$ cat src/rtl/ddr3_rd_pkg.sv
// ddr3_rd_pkg: shared DDR3 read-path types and constants.
// Used by the read assembler and its word buffer.
package ddr3_rd_pkg;

  localparam int DDR3_DQ_BITS = 8;

  typedef enum logic [1:0] {
    IDLE    = 2'd0,
    WAIT    = 2'd1,
    COLLECT = 2'd2
  } rd_asm_state_e;

  function automatic int beats_f(input int bl);
    return bl / 2;
  endfunction

  function automatic int words_f(input int bl, input int dq);
    return (bl * dq) / 32;
  endfunction

  function automatic int cbits_f(input int n);
    return (n < 2) ? 1 : $clog2(n);
  endfunction

endpackage

$ cat src/rtl/rd_word_buf.sv
// rd_word_buf: small synchronous word FIFO in the ck domain.
// Writes when full and reads when empty are ignored.
module rd_word_buf
  import ddr3_rd_pkg::*;
#(
  parameter int DEPTH = 4,
  parameter int W     = 32
) (
  input  logic         ck,
  input  logic         rst_n,
  input  logic         wr,
  input  logic         rd,
  input  logic [W-1:0] wdata,
  output logic [W-1:0] rdata,
  output logic         full,
  output logic         empty
);

  localparam int AW = cbits_f(DEPTH);
  localparam logic [AW:0] FULL_CNT = (AW+1)'(DEPTH);

  logic [W-1:0]  mem [DEPTH];
  logic [AW-1:0] wp;
  logic [AW-1:0] rp;
  logic [AW:0]   cnt;
  logic          w_en;
  logic          r_en;

  assign full  = (cnt == FULL_CNT);
  assign empty = (cnt == '0);
  assign w_en  = wr && !full;
  assign r_en  = rd && !empty;
  assign rdata = mem[rp];

  // storage array, no reset needed
  always_ff @(posedge ck) begin
    if (w_en) mem[wp] <= wdata;
  end

  // pointers and occupancy
  always_ff @(posedge ck or negedge rst_n) begin
    if (!rst_n) begin
      wp  <= '0;
      rp  <= '0;
      cnt <= '0;
    end else begin
      if (w_en) wp <= wp + AW'(1);
      if (r_en) rp <= rp + AW'(1);
      case ({w_en, r_en})
        2'b10:   cnt <= cnt + (AW+1)'(1);
        2'b01:   cnt <= cnt - (AW+1)'(1);
        default: cnt <= cnt;
      endcase
    end
  end

endmodule

$ cat src/rtl/ddr3_rd_assembler.sv
// ddr3_rd_assembler: packs BL8 DQ beats into words for the read FIFO.
// Optional RD_ASSEMBLER_STATS_EN adds burst/error counters.
module ddr3_rd_assembler
  import ddr3_rd_pkg::*;
#(
  parameter int DQ_BITS   = DDR3_DQ_BITS,
  parameter int BL        = 8,
  parameter int WORD_W    = 32,
  parameter int MAX_OUT   = 4,
  parameter int TIMEOUT   = 16,
  parameter int BUF_DEPTH = 4
) (
  input  logic                         ck,
  input  logic                         rst_n,
  input  logic                         rd_start,
  input  logic                         beat_valid,
  input  logic [DQ_BITS-1:0]           dq_rise,
  input  logic [DQ_BITS-1:0]           dq_fall,
  input  logic                         fifo_full,
  output logic [WORD_W-1:0]            word_data,
  output logic                         word_push,
  output logic                         rd_done,
  output logic                         rd_err,
  output logic                         overflow,
  output logic [$clog2(MAX_OUT+1)-1:0] pending
`ifdef RD_ASSEMBLER_STATS_EN
  ,
  output logic [15:0]                  stat_bursts,
  output logic [7:0]                   stat_errs
`endif
);

  localparam int BEATS = beats_f(BL);
  localparam int PW    = $clog2(MAX_OUT+1);
  localparam int TW    = cbits_f(TIMEOUT);
  localparam int BW    = cbits_f(BEATS);
  localparam int HW    = 2 * DQ_BITS;

  localparam logic [TW-1:0] TMO_LAST  = TW'(TIMEOUT-1);
  localparam logic [BW-1:0] BEAT_LAST = BW'(BEATS-1);
  localparam logic [PW-1:0] PEND_MAX  = PW'(MAX_OUT);

  rd_asm_state_e state, state_n;
  logic [TW-1:0] tmo, tmo_n;
  logic [BW-1:0] bcnt, bcnt_n;
  logic [HW-1:0] lo_q, lo_n;
  logic [PW-1:0] pend_n;

  logic fin;
  logic last;
  logic wr_word;
  logic acc;
  logic rej;
  logic drop;

  logic [WORD_W-1:0] wdata;
  logic [WORD_W-1:0] bdata;
  logic              bfull;
  logic              bempty;
  logic              brd;

  assign wdata = {dq_fall, dq_rise, lo_q};
  assign drop  = wr_word && bfull;
  assign brd   = !bempty && !fifo_full;

  rd_word_buf #(
    .DEPTH (BUF_DEPTH),
    .W     (WORD_W)
  ) u_buf (
    .ck    (ck),
    .rst_n (rst_n),
    .wr    (wr_word),
    .rd    (brd),
    .wdata (wdata),
    .rdata (bdata),
    .full  (bfull),
    .empty (bempty)
  );

  // next state, beat packing, timeouts and pending count
  always_comb begin
    state_n = state;
    tmo_n   = tmo;
    bcnt_n  = bcnt;
    lo_n    = lo_q;
    fin     = 1'b0;
    last    = 1'b0;
    rd_err  = 1'b0;
    wr_word = 1'b0;
    pend_n  = pending;
    unique case (state)
      IDLE: begin
        tmo_n  = '0;
        bcnt_n = '0;
        if (pending != '0) state_n = WAIT;
      end
      WAIT: begin
        if (beat_valid) begin
          lo_n    = {dq_fall, dq_rise};
          bcnt_n  = BW'(1);
          tmo_n   = '0;
          state_n = COLLECT;
        end else if (tmo == TMO_LAST) begin
          rd_err = 1'b1;
          fin    = 1'b1;
          tmo_n  = '0;
        end else begin
          tmo_n = tmo + TW'(1);
        end
      end
      COLLECT: begin
        if (beat_valid) begin
          tmo_n  = '0;
          bcnt_n = bcnt + BW'(1);
          if (bcnt[0]) wr_word = 1'b1;
          else         lo_n = {dq_fall, dq_rise};
          if (bcnt == BEAT_LAST) begin
            last   = 1'b1;
            fin    = 1'b1;
            bcnt_n = '0;
          end
        end else if (tmo == TMO_LAST) begin
          rd_err = 1'b1;
          fin    = 1'b1;
          tmo_n  = '0;
          bcnt_n = '0;
        end else begin
          tmo_n = tmo + TW'(1);
        end
      end
      default: state_n = IDLE;
    endcase
    acc = rd_start && ((pending != PEND_MAX) || fin);
    rej = rd_start && !acc;
    case ({acc, fin})
      2'b10:   pend_n = pending + PW'(1);
      2'b01:   pend_n = pending - PW'(1);
      default: pend_n = pending;
    endcase
    if (fin) state_n = (pend_n != '0) ? WAIT : IDLE;
  end

  // state, counters and registered outputs
  always_ff @(posedge ck or negedge rst_n) begin
    if (!rst_n) begin
      state     <= IDLE;
      tmo       <= '0;
      bcnt      <= '0;
      lo_q      <= '0;
      pending   <= '0;
      rd_done   <= 1'b0;
      overflow  <= 1'b0;
      word_push <= 1'b0;
      word_data <= '0;
    end else begin
      state     <= state_n;
      tmo       <= tmo_n;
      bcnt      <= bcnt_n;
      lo_q      <= lo_n;
      pending   <= pend_n;
      rd_done   <= last;
      overflow  <= overflow | drop | rej;
      word_push <= brd;
      if (brd) word_data <= bdata;
    end
  end

`ifdef RD_ASSEMBLER_STATS_EN
  // saturating burst and error counters
  always_ff @(posedge ck or negedge rst_n) begin
    if (!rst_n) begin
      stat_bursts <= '0;
      stat_errs   <= '0;
    end else begin
      if (rd_done && (stat_bursts != '1))
        stat_bursts <= stat_bursts + 16'd1;
      if (rd_err && (stat_errs != '1))
        stat_errs <= stat_errs + 8'd1;
    end
  end
`endif

endmodule

$ cat config.mk
export PLATFORM = sky130hd
export DESIGN_NAME = ddr3_rd_assembler
export DESIGN_NICKNAME = d
export VERILOG_FILES = /design/src/rtl/ddr3_rd_pkg.sv /design/src/rtl/rd_word_buf.sv /design/src/rtl/ddr3_rd_assembler.sv
export SDC_FILE = /design/constraint.sdc
export NUM_CORES = 1
export LEC_CHECK = 0
export ABC_AREA = 0
export BUFFER_PORTS_ARGS = -buffer_cell sky130_fd_sc_hd__buf_4
export CAP_MARGIN = 20
export CORE_MARGIN = 2
export CORE_UTILIZATION = 67
export CTS_BUF_LIST = sky130_fd_sc_hd__clkbuf_4
export CTS_CLUSTER_DIAMETER = 50
export DETAILED_ROUTE_END_ITERATION = 7
export PLACE_DENSITY = 0.84
export SYNTH_ARGS = -nofsm -noshare
export SYNTH_HDL_FRONTEND = slang
export SYNTH_SLANG_ARGS = --single-unit
export TNS_END_PERCENT = 10
$ cat constraint.sdc
create_clock -name ck -period 5.3 [get_ports ck]
set_clock_uncertainty 0.1 [all_clocks]
set_input_delay 0 -clock ck [delete_from_list [all_inputs] [get_ports ck]]
set_output_delay 0 -clock ck [all_outputs]
set_load 0.03 [all_outputs]
# After elaboration in Yosys (flattened, before gate mapping)
# Memories as Yosys holds them, arrays and structs flattened. A register that Yosys moved wholly into a read port is not among the register bits.
# Cells that the tools add are included.
# totals
ff_bits	37
ram_bits	128
input_bits	21
output_inout_bits	39
wordCells	95
memories	1
# op_classes
addsub	8
eq_ne	17
n_mux	32
n_bitwise	2
n_reduce_logical	24
# mem_list
memory	words	word_bits	rd	rd_clocked_by_memory_dff	wr	line	source
u_buf.mem	4	32	1	1	1	rd_word_buf.sv:22	logic [W-1:0] mem [DEPTH];
# ops
op	count
$mux 16	3
$pmux 16 s2	1
$mux 2	7
$mux 1	13
$ne 3x3->1 const B	4
$pmux 2 s3	2
$pmux 3 s2	2
$reduce_bool 3->1	3
$eq 2x2->1 const B	4
$mux 4	2
$ne 2x2->1 const B	4
$pmux 4 s2	1
$add 2x1->2 const B	3
$add 3x1->3 const B	2
$eq 2x1->1 const B	3
$logic_and 1x1->1	6
$reduce_and 3->1	2
$reduce_bool 2->1	3
$sub 3x1->3 const B	2
$logic_not 1->1	5
$add 4x1->4 const B	1
$eq 4x4->1 const B	1
$reduce_and 4->1	1
$eq 3x3->1 const B	1
6 further kinds	7

# Logic depth before layout (Yosys ltp)
# Gate-level depths: netlist of the first run.
# depth
word_depth	11
mapped_depth	12
mapped_depth_nobuf	11

# By module
# From an unflattened synthesis of the first run, not the netlist that was laid out.
# hier_totals
cells_unflattened	407
hier_area_um2	7777.5
# modules_own_cells
mod	n_inst	cells_each	area_per_inst_um2	seq_area_each_um2
rd_word_buf	1	205	5091.1	4018.9
ddr3_rd_assembler	1	202	2686.3	1551.5

# Worst setup path after synthesis of the first run
# No wires, ideal clock.
# synth_timing
path_type	reg-to-reg
startpoint	reg state[0]
endpoint	mem u_buf.mem[0][0], enable pin
setup_time_ns	0.392
arrival_time_ns	2.187
t_required_ns	4.808
slack_ns	2.621
stages_incl_launch_ff	7
path_buffers	1
period_less_slack_ns	2.679
cell_sequence	dfrtp_1 > inv_1 > ha_1 > buf_2 > and3_1 > a21boi_1 > and2_1
# synth_between
elab_chain_len	5
# synth_lines
element	line	source
start: declaration	ddr3_rd_assembler.sv:43	rd_asm_state_e state, state_n;
start signal: assignment	ddr3_rd_assembler.sv:156	state <= state_n;
$eq 2x2->1	ddr3_rd_assembler.sv:91	unique case (state)
$mux 1	ddr3_rd_assembler.sv:91	
$logic_and 1x1->1	rd_word_buf.sv:31	assign w_en = wr && !full;
$mux 1	rd_word_buf.sv:37	if (w_en) mem[wp] <= wdata;
$mux 1 (implied by the code)	rd_word_buf.sv:37	
end: declaration	rd_word_buf.sv:22	
# Every way passes these cells.

# Worst setup path in the final report of the first run
# layout_timing
startpoint	reg state[0]
endpoint	reg state[0]
# layout_between
elab_chain_len	9
word_cells_on_any_way	17
cone_classes	eq/ne (7); mux (5); reduce/logical (5)
# layout_lines
element	line	source
$eq 2x2->1 or $eq 2x1->1 (tied branches)	ddr3_rd_assembler.sv:91	
$pmux 1 s2	ddr3_rd_assembler.sv:91	
$logic_or 1x1->1	ddr3_rd_assembler.sv:133	acc = rd_start && ((pending != PEND_MAX) || fin);
$logic_and 1x1->1	ddr3_rd_assembler.sv:133	
$eq 2x1->1 or $eq 2x2->1 (tied branches)	ddr3_rd_assembler.sv:135	case ({acc, fin})
$pmux 3 s2	ddr3_rd_assembler.sv:135	
$reduce_bool 3->1	ddr3_rd_assembler.sv:140	if (fin) state_n = (pend_n != '0) ? WAIT : IDLE;
$mux 1	ddr3_rd_assembler.sv:140	
$mux 2	ddr3_rd_assembler.sv:140	
# Parallel ways exist; a longest one is shown, timed or not.
# A chain may end at the register's enable or synchronous reset.

==> summary.md, run 1 <==
| Metric | Value |
|---|---|
| Status | `finished clean` |
| Input/output buffers | `59` |
| RSZ-0062 raised after global routing | `no` |
| ANT cells | `0` |
| Min cycle time layout | `approximately 3100 ps` |
| Total number of vias | `about 3,800` |
| Post-synth cell types | `a little under 50` |
| Most common cell after layout, fill and taps aside | `edfxtp_1` |
| Core area | `0.01142 sq mm` |
| GP Congestion | `roughly 0.76` |
| Antenna viol nets, final | `0` |
| WL final | `between 10 and 15 mm` |
| Family with the most delay on the worst path | `simple AND/OR/NAND/NOR gates` |
| Crit path max fanout | `13` |
| Sink Count | `slightly below 200` |
| Number of max-cap violations | `0` |
| Worst setup margin | `between 2000 and 2500 ps` |
| Final Max Slew Viols | `0` |
| Multi-input logic area | `0.002097 sq mm` |
| Place WS | `~2300 ps` |
| Post-Syn Area per Cell | `between 15 and 20 sq um` |
| Crit path cell chain | `inv_1, ha_1, nor2_1, o31ai_4, and2_1, fa_1, or4_1, nand3_1, o21ai_1` |
| Area Overhead vs Synth | `13.28%` |
| Max Freq | `around 0.32 GHz` |
| Final Cycle Share | `0.5880` |
| Worst Path Buf+Inv | `1` |
| Number of synthesized flops with an enable pin | `about 130` |
| Seq/Total Area, Yosys | `0.7114` |
| CP max stage cell | `o31ai_4` |
| Sequential Area | `0.005572 sq mm` |
| 1st-pass router iterations | `4` |
| Final core utilization | `0.7768` |
| Synth Register Bits | `197` |
| Fin Setup TNS | `0 ps` |
| Filler instances | `roughly 620` |
| Initial antenna violation count | `0` |
| Synth warn | `0` |
| First-pass GRT wire length | `around 21 mm` |
| GRT Total Usage | `0.2247` |
| Root Driver | `clkbuf_4` |
| Post-synth top flop | `edfxtp_1` |
| Critical path required time | `between 5000 and 6000 ps` |
| Async SR Flop Fraction | `0.3503` |
| Num CTS Buffers | `17` |
| P per Cell Area | `between 500 and 600 mW/mm^2` |
| IO Pins | `60` |
| 1st-iter DRT viols | `about 340` |
| CP arrival | `3470 ps` |
| CTS tree | `yes` |
| Hold Path Class | `input pin to flip-flop` |
| Largest net degree at the start of global routing | `62` |
| Hold Violations, Final | `0` |
| Initial Util | `0.6857` |
| Worst slew pin tran | `1001 ps` |
| CP startpoint kind | `flip-flop` |
| Slew headroom | `0.3311` |
| Leakage | `about 3.4 nW` |
| Avg Vias per Cell | `5.937` |
| Crit Path Class | `flip-flop to flip-flop` |
| Most frequent cells in the layout | `edfxtp_1, dfrtp_1, buf_4` |
| Die W | `between 100 and 150 um` |
| H-tree depth | `4` |
| Synth Net Count | `~440` |
| Worst-path clk slew | `140 ps` |
| CTS max path bufs | `2` |
| Final #Nets | `around 530` |
| Post-CTS Setup Inserts | `0` |
| Die area | `approximately 0.013 sq mm` |
| Max incr delay on CP | `between 500 and 600 ps` |
| GRT overflow | `0` |
| CP endpoint kind | `flip-flop` |
| Placement Rows | `39` |
| # DRC | `0` |
| Die Y | `112.1 um` |
| Worst-skew pair later-pin latency | `about 580 ps` |
| Hpwl dp | `7.553 mm` |
| Mapped Area | `between 0.007 and 0.008 sq mm` |
| Final Setup Violations | `0` |
| Layout cells sized above 1 | `0.3559` |
| Wire per inst | `20.26 um` |
| Gate Count Post-Synth | `slightly above 400` |
| Pwr Total | `~4.6 mW` |
| Worst VDD drop | `slightly below 0.4 mV` |
| Number of global-route vias before repair | `approximately 4,100` |
[layer usage]
metal	global-route usage	up-vias	wire [um]	part of all wire
li1	-	1744	-	-
met1	0.3011	1963	5567	0.43
met2	0.3707	111	6726	0.51
met3	0.06156	17	627	0.048
met4	0.06667	0	164	0.013
met5	0	-	0	0
[final timing paths]
kind	from	to	slack (ps)	cells past startpoint
min in group asynchronous	rst_n	word_data[31]$_DFFE_PN0P_	500	3
worst min-delay path	dq_rise[3]	u_buf.mem[3][19]$_DFFE_PP_	70	2
worst max-delay path	state[0]$_DFFE_PN0P_	state[0]$_DFFE_PN0P_	2180	9
max in group asynchronous	rst_n	u_buf.rp[0]$_DFFE_PN0P_	3220	4
worst max register to register	state[0]$_DFFE_PN0P_	state[0]$_DFFE_PN0P_	2180	9
worst min register to register	lo_q[0]$_DFFE_PN0P_	u_buf.mem[3][0]$_DFFE_PP_	420	0
[logic make-up after synthesis]
family / synth area share
XOR/XNOR: 0.008949
multiplexers: 0.1785
adder cells (fa/ha/maj): 0.02269
AND/OR/NAND/NOR: 0.03004
flip-flops: 0.7114
buffers and inverters: 0.02205
AO/OA/AOI/OAI: 0.02637
[report_power, final]
| part | switching [mW] | internal, mW |
|---|---|---|
| Sequential | 0.259 | 1.97 |
| Clock | 0.461 | 0.295 |
| Combinational | 0.806 | 0.816 |
[per-stage QoR]
| stage | hold slack [ps] | cell area (sq um) | cells |
|---|---|---|---|
| finish | 69.47 | 8870 | 646 |
| CTS | 23.91 | 8850 | 645 |
| detailed placement | 103.6 | 8362 | 592 |
| global placement | 90.51 | 8362 | 592 |
| global route | 17.79 | 8870 | 646 |
| floorplan | -395.6 | 7830 | 404 |
[state kept, by name, indices dropped and copies added (netlist names), 2 cells and up]
name,flops
u_buf.rp,2
word_data,32
state,2
lo_q,16
u_buf.mem,128
tmo,4
bcnt,2
pending,3
u_buf.wp,2
u_buf.cnt,3
[layout make-up]
cell class                 instances  share of cell area
tap                              143             0.02017
inverter                          15            0.006348
timing repair buffer              84             0.07871
clock buffer                      21             0.01777
multi-input combinational        176              0.2364
sequential                       197              0.6282
clock inverter                    10             0.01241
[cell usage after synthesis (all sizes together), types with 7 or more instances]
cell type  number  area, sq um
edfxtp        128         3844
dfrtp          69         1727
mux2           49        641.9
mux4           32        735.7
buf            15        112.6
inv            14        52.55
ha             11        137.6
nand2          11        41.29
nor2            7        28.78
o21ai           7        35.03
[timing repair]
item,4_1_cts,5_1_grt
hold endpoints to repair,165,0
hold buffers,22,0
gates resized for setup,0,0
[worst register-to-register path, stage by stage (launching register included)]
cell,delay (ps)
dfrtp_1,450
inv_1,110
ha_1,350
nor2_1,130
o31ai_4,510
and2_1,230
fa_1,460
or4_1,490
nand3_1,100
o21ai_1,60
Note: power is estimated with default switching activity, not from simulation.
==> run 2, diff against run 1 <==
Settings changed: CORE_UTILIZATION 67 to 56, PLACE_DENSITY 0.84 to 0.74.
Clock period 5.3 ns to 2.6 ns, I/O delays scaled along.
==> run 2 against run 1 <==
Net effect: critical path type unchanged; critical endpoint unchanged; largest cell class unchanged; worst hold slack improved by 19 ps; clock power up 130%; sequential share of layout area decreased by 2.4 points.
==> summary.md, run 2 (synthesis results as in run 1) <==
| Metric | Value |
|---|---|
| Status | `finished clean` |
| Biggest regs | `u_buf.mem: 128 flops, word_data: 32 flops, lo_q: 16 flops` |
| GP Congestion | `~0.76` |
| Hold WS | `a little under 90 ps` |
| Hold path endpoint | `u_buf.mem[3][19]$_DFFE_PP_` |
| CP startpoint kind | `flip-flop` |
| Pwr Total | `between 9 and 10 mW` |
| Hold Path Class | `input pin to flip-flop` |
| Family with the most delay on the worst path | `simple AND/OR/NAND/NOR gates` |
| Hpwl dp | `8.149 mm` |
| Final instance count without filler cells | `~710` |
| CTS tree | `yes` |
| Area Overhead vs Synth | `17.77%` |
| Die area | `roughly 0.015 sq mm` |
| R2R Setup Slk | `between 60 and 70 ps` |
| Crit Path Class | `flip-flop to flip-flop` |
| Hold Crit Depth | `2` |
| Placed Instances | `roughly 650` |
| Input/output buffers | `roughly 60` |
| Post-route cell area | `a little over 0.009 sq mm` |
| Number of max-cap violations | `0` |
| H-tree depth | `4` |
| Crit path max fanout | `4` |
| Placement Rows | `43` |
| Initial Util | `0.5685` |
| Multi-input logic area | `between 0.002 and 0.0025 sq mm` |
| Sequential Area | `0.005573 sq mm` |
| Max reg flops | `approximately 130` |
| 1st-pass router iterations | `4` |
| GRT Total Usage | `0.1988` |
| Critical path required time | `2950 ps` |
| Die W | `approximately 120 um` |
| Layout cells sized above 1 | `0.4076` |
| Leakage | `roughly 3.5 nW` |
| Worst Path Buf+Inv | `1` |
| Largest net degree at the start of global routing | `52` |
| Worst-path clk slew | `130 ps` |
| CTS max path bufs | `2` |
| CP endpoint kind | `flip-flop` |
| Placed cell areas | `~0.0086 sq mm` |
| First-pass GRT wire length | `~22 mm` |
| Min cycle time layout | `around 2500 ps` |
| Max incr delay on CP | `between 500 and 600 ps` |
| Wire per inst | `19.15 um` |
| Initial antenna violation count | `1` |
| Min-delay src | `dq_rise[3]` |
| IO Pins | `60` |
| Die Y | `roughly 120 um` |
| Final Cycle Share | `0.9744` |
| Worst slew pin tran | `489.5 ps` |
| Slew headroom | `0.6714` |
| GRT overflow | `0` |
| Total number of vias | `~4,000` |
| Critical R2R Capture | `state[0]$_DFFE_PN0P_` |
| Crit path cell chain | `inv_2, ha_2, nor2_2, o31ai_4, and2_4, fa_1, or4_4, nand3_2, o21ai_1` |
| CP arrival | `between 2000 and 3000 ps` |
| Antenna viol nets, final | `0` |
| Num CTS Buffers | `17` |
| Hold Violations, Final | `0` |
| Max Freq | `a little under 0.4 GHz` |
| Reg2reg start | `state[0]$_DFFE_PN0P_` |
| 1st-iter DRT viols | `273` |
| WL final | `roughly 14 mm` |
| Worst-skew pair later-pin latency | `between 500 and 600 ps` |
| Sink Count | `roughly 200` |
| Core area | `0.01377 sq mm` |
| Final Max Slew Viols | `0` |
| Final #Nets | `between 500 and 600` |
| CP max stage cell | `or4_4` |
| Number of global-route vias before repair | `around 4,200` |
| P per Cell Area | `between 1000 and 1500 mW/mm^2` |
| RSZ-0062 raised after global routing | `yes` |
| # DRC | `0` |
| Most common cell after layout, fill and taps aside | `edfxtp_1` |
| Worst VDD drop | `about 0.51 mV` |
| Final Setup Violations | `0` |
| Worst Reg-to-Reg Cells | `9` |
| Root Driver | `clkbuf_4` |
| Register bank with the most flops | `u_buf.mem` |
| Avg Vias per Cell | `5.600` |
| Filler instances | `approximately 960` |
| Most frequent cells in the layout | `edfxtp_1, buf_4, dfrtp_1` |
## run 2: area by class of cell
class,count,area share
Sequential cell,197,0.6043
Multi-Input combinational cell,176,0.2324
Timing Repair Buffer,105,0.09742
Tap cell,180,0.02442
Clock inverter,13,0.01927
Clock buffer,19,0.01547
Inverter,15,0.006106
Antenna cell,2,0.0005427
## run 2: per-stage QoR
| step | setup slack [ps] | TNS, ps | utilization |
|---|---|---|---|
| after floorplan | -79.08 | -7660 | - |
| after global placement | 44.19 | 0 | 0.6225 |
| after detailed placement | -32.33 | -32.33 | 0.6225 |
| after CTS | 5.803 | 0 | 0.6653 |
| after global routing | -59.63 | -81.46 | 0.6695 |
| final | 66.56 | 0 | 0.6695 |
## run 2: power breakdown
part / leakage [nW] / internal [mW] / switching (mW)
sequential: 1.97 / 4.03 / 0.472
combinational: 1.38 / 1.79 / 1.72
clock: 0.174 / 0.783 / 0.959
total: 3.52 / 6.60 / 3.15
## run 2: how the worst max path moves through the flow
| stage | startpoint | endpoint | slack, ps | cells past startpoint |
|---|---|---|---|---|
| 4_1_cts | state[0]$_DFFE_PN0P_ | state[0]$_DFFE_PN0P_ | 6 | 9 |
| 5_1_grt | state[0]$_DFFE_PN0P_ | u_buf.cnt[2]$_DFFE_PN0P_ | -60 | 12 |
| 3_3_place_gp | state[0]$_DFFE_PN0P_ | state[0]$_DFFE_PN0P_ | 40 | 9 |
| 3_5_place_dp | state[0]$_DFFE_PN0P_ | state[0]$_DFFE_PN0P_ | -30 | 9 |
| 2_1_floorplan | state[0]$_DFFE_PN0P_ | u_buf.mem[3][0]$_DFFE_PP_ | -80 | 6 |
| 6_report | state[0]$_DFFE_PN0P_ | state[0]$_DFFE_PN0P_ | 70 | 9 |
## run 2: layer usage
metal  part of all wire  GRT usage  up-vias
met5                  0          0        -
met4              0.018    0.07759        0
met3              0.037    0.04647       22
met2               0.52     0.3382       89
met1               0.42     0.2493     2063
li1                   -          -     1785
## run 2: repair_timing
action / in CTS / in global routing
endpoints found under the hold margin: 199 / 0
cloned: 0 / 0
resized for setup: 4 / 10
hold buffers: 22 / 0
endpoints found under the setup margin: 2 / 3
setup buffers: 2 / 3
## run 2: worst reg2reg max path: cells and delay by family (launching register included)
kind | cells | cell delay [ps]
buffers and inverters | 1 | 100
adder cells (fa/ha/maj) | 2 | 670
AO/OA/AOI/OAI | 2 | 280
flip-flops | 1 | 450
AND/OR/NAND/NOR | 4 | 840
==> run 3, diff against run 2 <==
Settings changed: CORE_MARGIN 2 to 5, CTS_CLUSTER_DIAMETER 50 to 40, RECOVER_POWER set to 50.
==> run 3 against run 2 <==
Net effect: first-iteration DRC count shrank 3.3%; via count fell by 1.7%; global-route usage is 2.3 points lower; setup slack got worse by 12 ps; die area is 10% higher; fmax decreased by 0.48%; sequential power is essentially flat.
==> summary.md, run 3 (synthesis results as in run 1) <==
| Metric | Value |
|---|---|
| Status | `finished clean` |
| IO Pins | `60` |
| Worst slew pin tran | `between 800 and 900 ps` |
| Hold Path Class | `input pin to flip-flop` |
| Place WS | `-5.080 ps` |
| Initial antenna violation count | `0` |
| Hold Violations, Final | `0` |
| Number of global-route vias before repair | `between 4,000 and 5,000` |
| Max incr delay on CP | `roughly 500 ps` |
| Placed Instances | `647` |
| GRT overflow | `0` |
| Die W | `~130 um` |
| Critical path required time | `between 2000 and 3000 ps` |
| First-pass GRT wire length | `~22 mm` |
| Input/output buffers | `59` |
| Area Overhead vs Synth | `16.36%` |
| Most common cell after layout, fill and taps aside | `edfxtp_1` |
| Pwr Total | `roughly 9.6 mW` |
| Most frequent cells in the layout | `edfxtp_1, dfrtp_1, buf_4` |
| WL final | `~13 mm` |
| Worst Reg-to-Reg Cells | `9` |
| GRT Total Usage | `0.1754` |
| Worst Path Buf+Inv | `1` |
| Family with the most delay on the worst path | `simple AND/OR/NAND/NOR gates` |
| Final Setup Violations | `0` |
| Max Freq | `roughly 0.39 GHz` |
| CP max stage cell | `or4_1` |
| CTS tree | `yes` |
| Biggest regs | `u_buf.mem: 128 flops, word_data: 32 flops, lo_q: 16 flops` |
| Final core utilization | `0.6615` |
| Worst-path clk slew | `approximately 150 ps` |
| P per Cell Area | `1054 mW/mm^2` |
| Final #Nets | `about 550` |
| Filler instances | `979` |
| RSZ-0062 raised after global routing | `yes` |
| R2R Setup Slk | `between 50 and 60 ps` |
| Met2 wire length | `between 6 and 7 mm` |
| Layout cells sized above 1 | `0.3422` |
| Slew headroom | `0.4030` |
| Antenna viol nets, final | `0` |
| Hpwl dp | `a little over 8 mm` |
| Register bank with the most flops | `u_buf.mem` |
| Crit path max fanout | `4` |
| Die area | `between 0.015 and 0.02 sq mm` |
| Num CTS Buffers | `17` |
| Total number of vias | `between 3,000 and 4,000` |
| Crit path depth | `9` |
| Top Metal Used | `met4` |
| Initial Util | `0.5685` |
| 1st-iter DRT viols | `approximately 260` |
| Crit Path Class | `flip-flop to flip-flop` |
| Avg Vias per Cell | `around 5.5` |
| Min cycle time layout | `approximately 2500 ps` |
| Largest net degree at the start of global routing | `67` |
| Hold path endpoint | `u_buf.mem[3][27]$_DFFE_PP_` |
| CP startpoint kind | `flip-flop` |
| Met3 wire length | `just over 500 um` |
| Number of max-cap violations | `0` |
| Final Cycle Share | `0.9791` |
| 1st-pass router iterations | `4` |
| Worst-skew pair later-pin latency | `approximately 570 ps` |
| Hold Crit Depth | `2` |
| Min-delay src | `dq_fall[3]` |
| Worst setup margin | `about 54 ps` |
| H-tree depth | `4` |
| GP Congestion | `about 0.77` |
| Leakage | `3.392 nW` |
| Sink Count | `approximately 200` |
| Fin Setup TNS | `0 ps` |
| Post-route cell area | `between 0.009 and 0.01 sq mm` |
| Final instance count without filler cells | `706` |
| Crit path cell chain | `inv_2, ha_4, nand2b_4, o31ai_4, and2_4, fa_1, or4_1, nand3_1, o21ai_1` |
| # DRC | `0` |
| Core area | `0.01377 sq mm` |
| Placed cell areas | `0.008618 sq mm` |
| Multi-input logic area | `approximately 0.0021 sq mm` |
| Worst VDD drop | `about 0.44 mV` |
| CTS max path bufs | `2` |
| Hold WS | `roughly 160 ps` |
| Placement Rows | `43` |
| Final Max Slew Viols | `0` |
| Sequential Area | `0.005572 sq mm` |
| M1 WL | `between 5 and 6 mm` |
| Root Driver | `clkbuf_4` |
| Max reg flops | `between 100 and 150` |
| ANT cells | `0` |
| Reg2reg start | `state[0]$_DFFE_PN0P_` |
| Die Y | `about 130 um` |
| CP arrival | `a little under 3000 ps` |
| Wire per inst | `around 19 um` |
| Critical R2R Capture | `state[0]$_DFFE_PN0P_` |
| CP endpoint kind | `flip-flop` |
-- run 3: repair_timing --
| action | in CTS | in global routing |
|---|---|---|
| gates resized for setup | 4 | 7 |
| endpoints found under the setup margin | 2 | 4 |
| endpoints found under the hold margin | 199 | 0 |
| hold buffers | 22 | 0 |
| pin swaps | 0 | 1 |
| setup buffers | 2 | 3 |
-- run 3: metal layers --
metal | up-vias | global-route usage
met5 | - | 0
met4 | 0 | 0.06305
met3 | 22 | 0.04167
met2 | 80 | 0.3010
met1 | 2004 | 0.2185
li1 | 1786 | -
-- run 3: worst max path at each step --
stage                                      endpoint  slack [ps]            startpoint
after floorplan           u_buf.mem[3][0]$_DFFE_PP_         -80  state[0]$_DFFE_PN0P_
after global placement         state[0]$_DFFE_PN0P_          50  state[0]$_DFFE_PN0P_
after detailed placement       state[0]$_DFFE_PN0P_          -5  state[0]$_DFFE_PN0P_
after CTS                      state[0]$_DFFE_PN0P_          20  state[1]$_DFFE_PN0P_
after global routing           state[0]$_DFFE_PN0P_         -30  state[1]$_DFFE_PN0P_
final                          state[0]$_DFFE_PN0P_          50  state[0]$_DFFE_PN0P_
-- run 3: area by class of cell --
type | instances | share of cell area
inverters | 15 | 0.006180
clock buffers | 19 | 0.01566
well taps | 180 | 0.02472
multi-input cells | 176 | 0.2343
clock inverters | 13 | 0.01881
repair buffers | 106 | 0.08885
flip-flops and latches | 197 | 0.6115
-- run 3: report_power, final --
| part | internal, mW | switching [mW] | leakage [nW] |
|---|---|---|---|
| Sequential | 4.02 | 0.502 | 1.97 |
| Combinational | 1.68 | 1.68 | 1.27 |
| Clock | 0.703 | 1.01 | 0.158 |
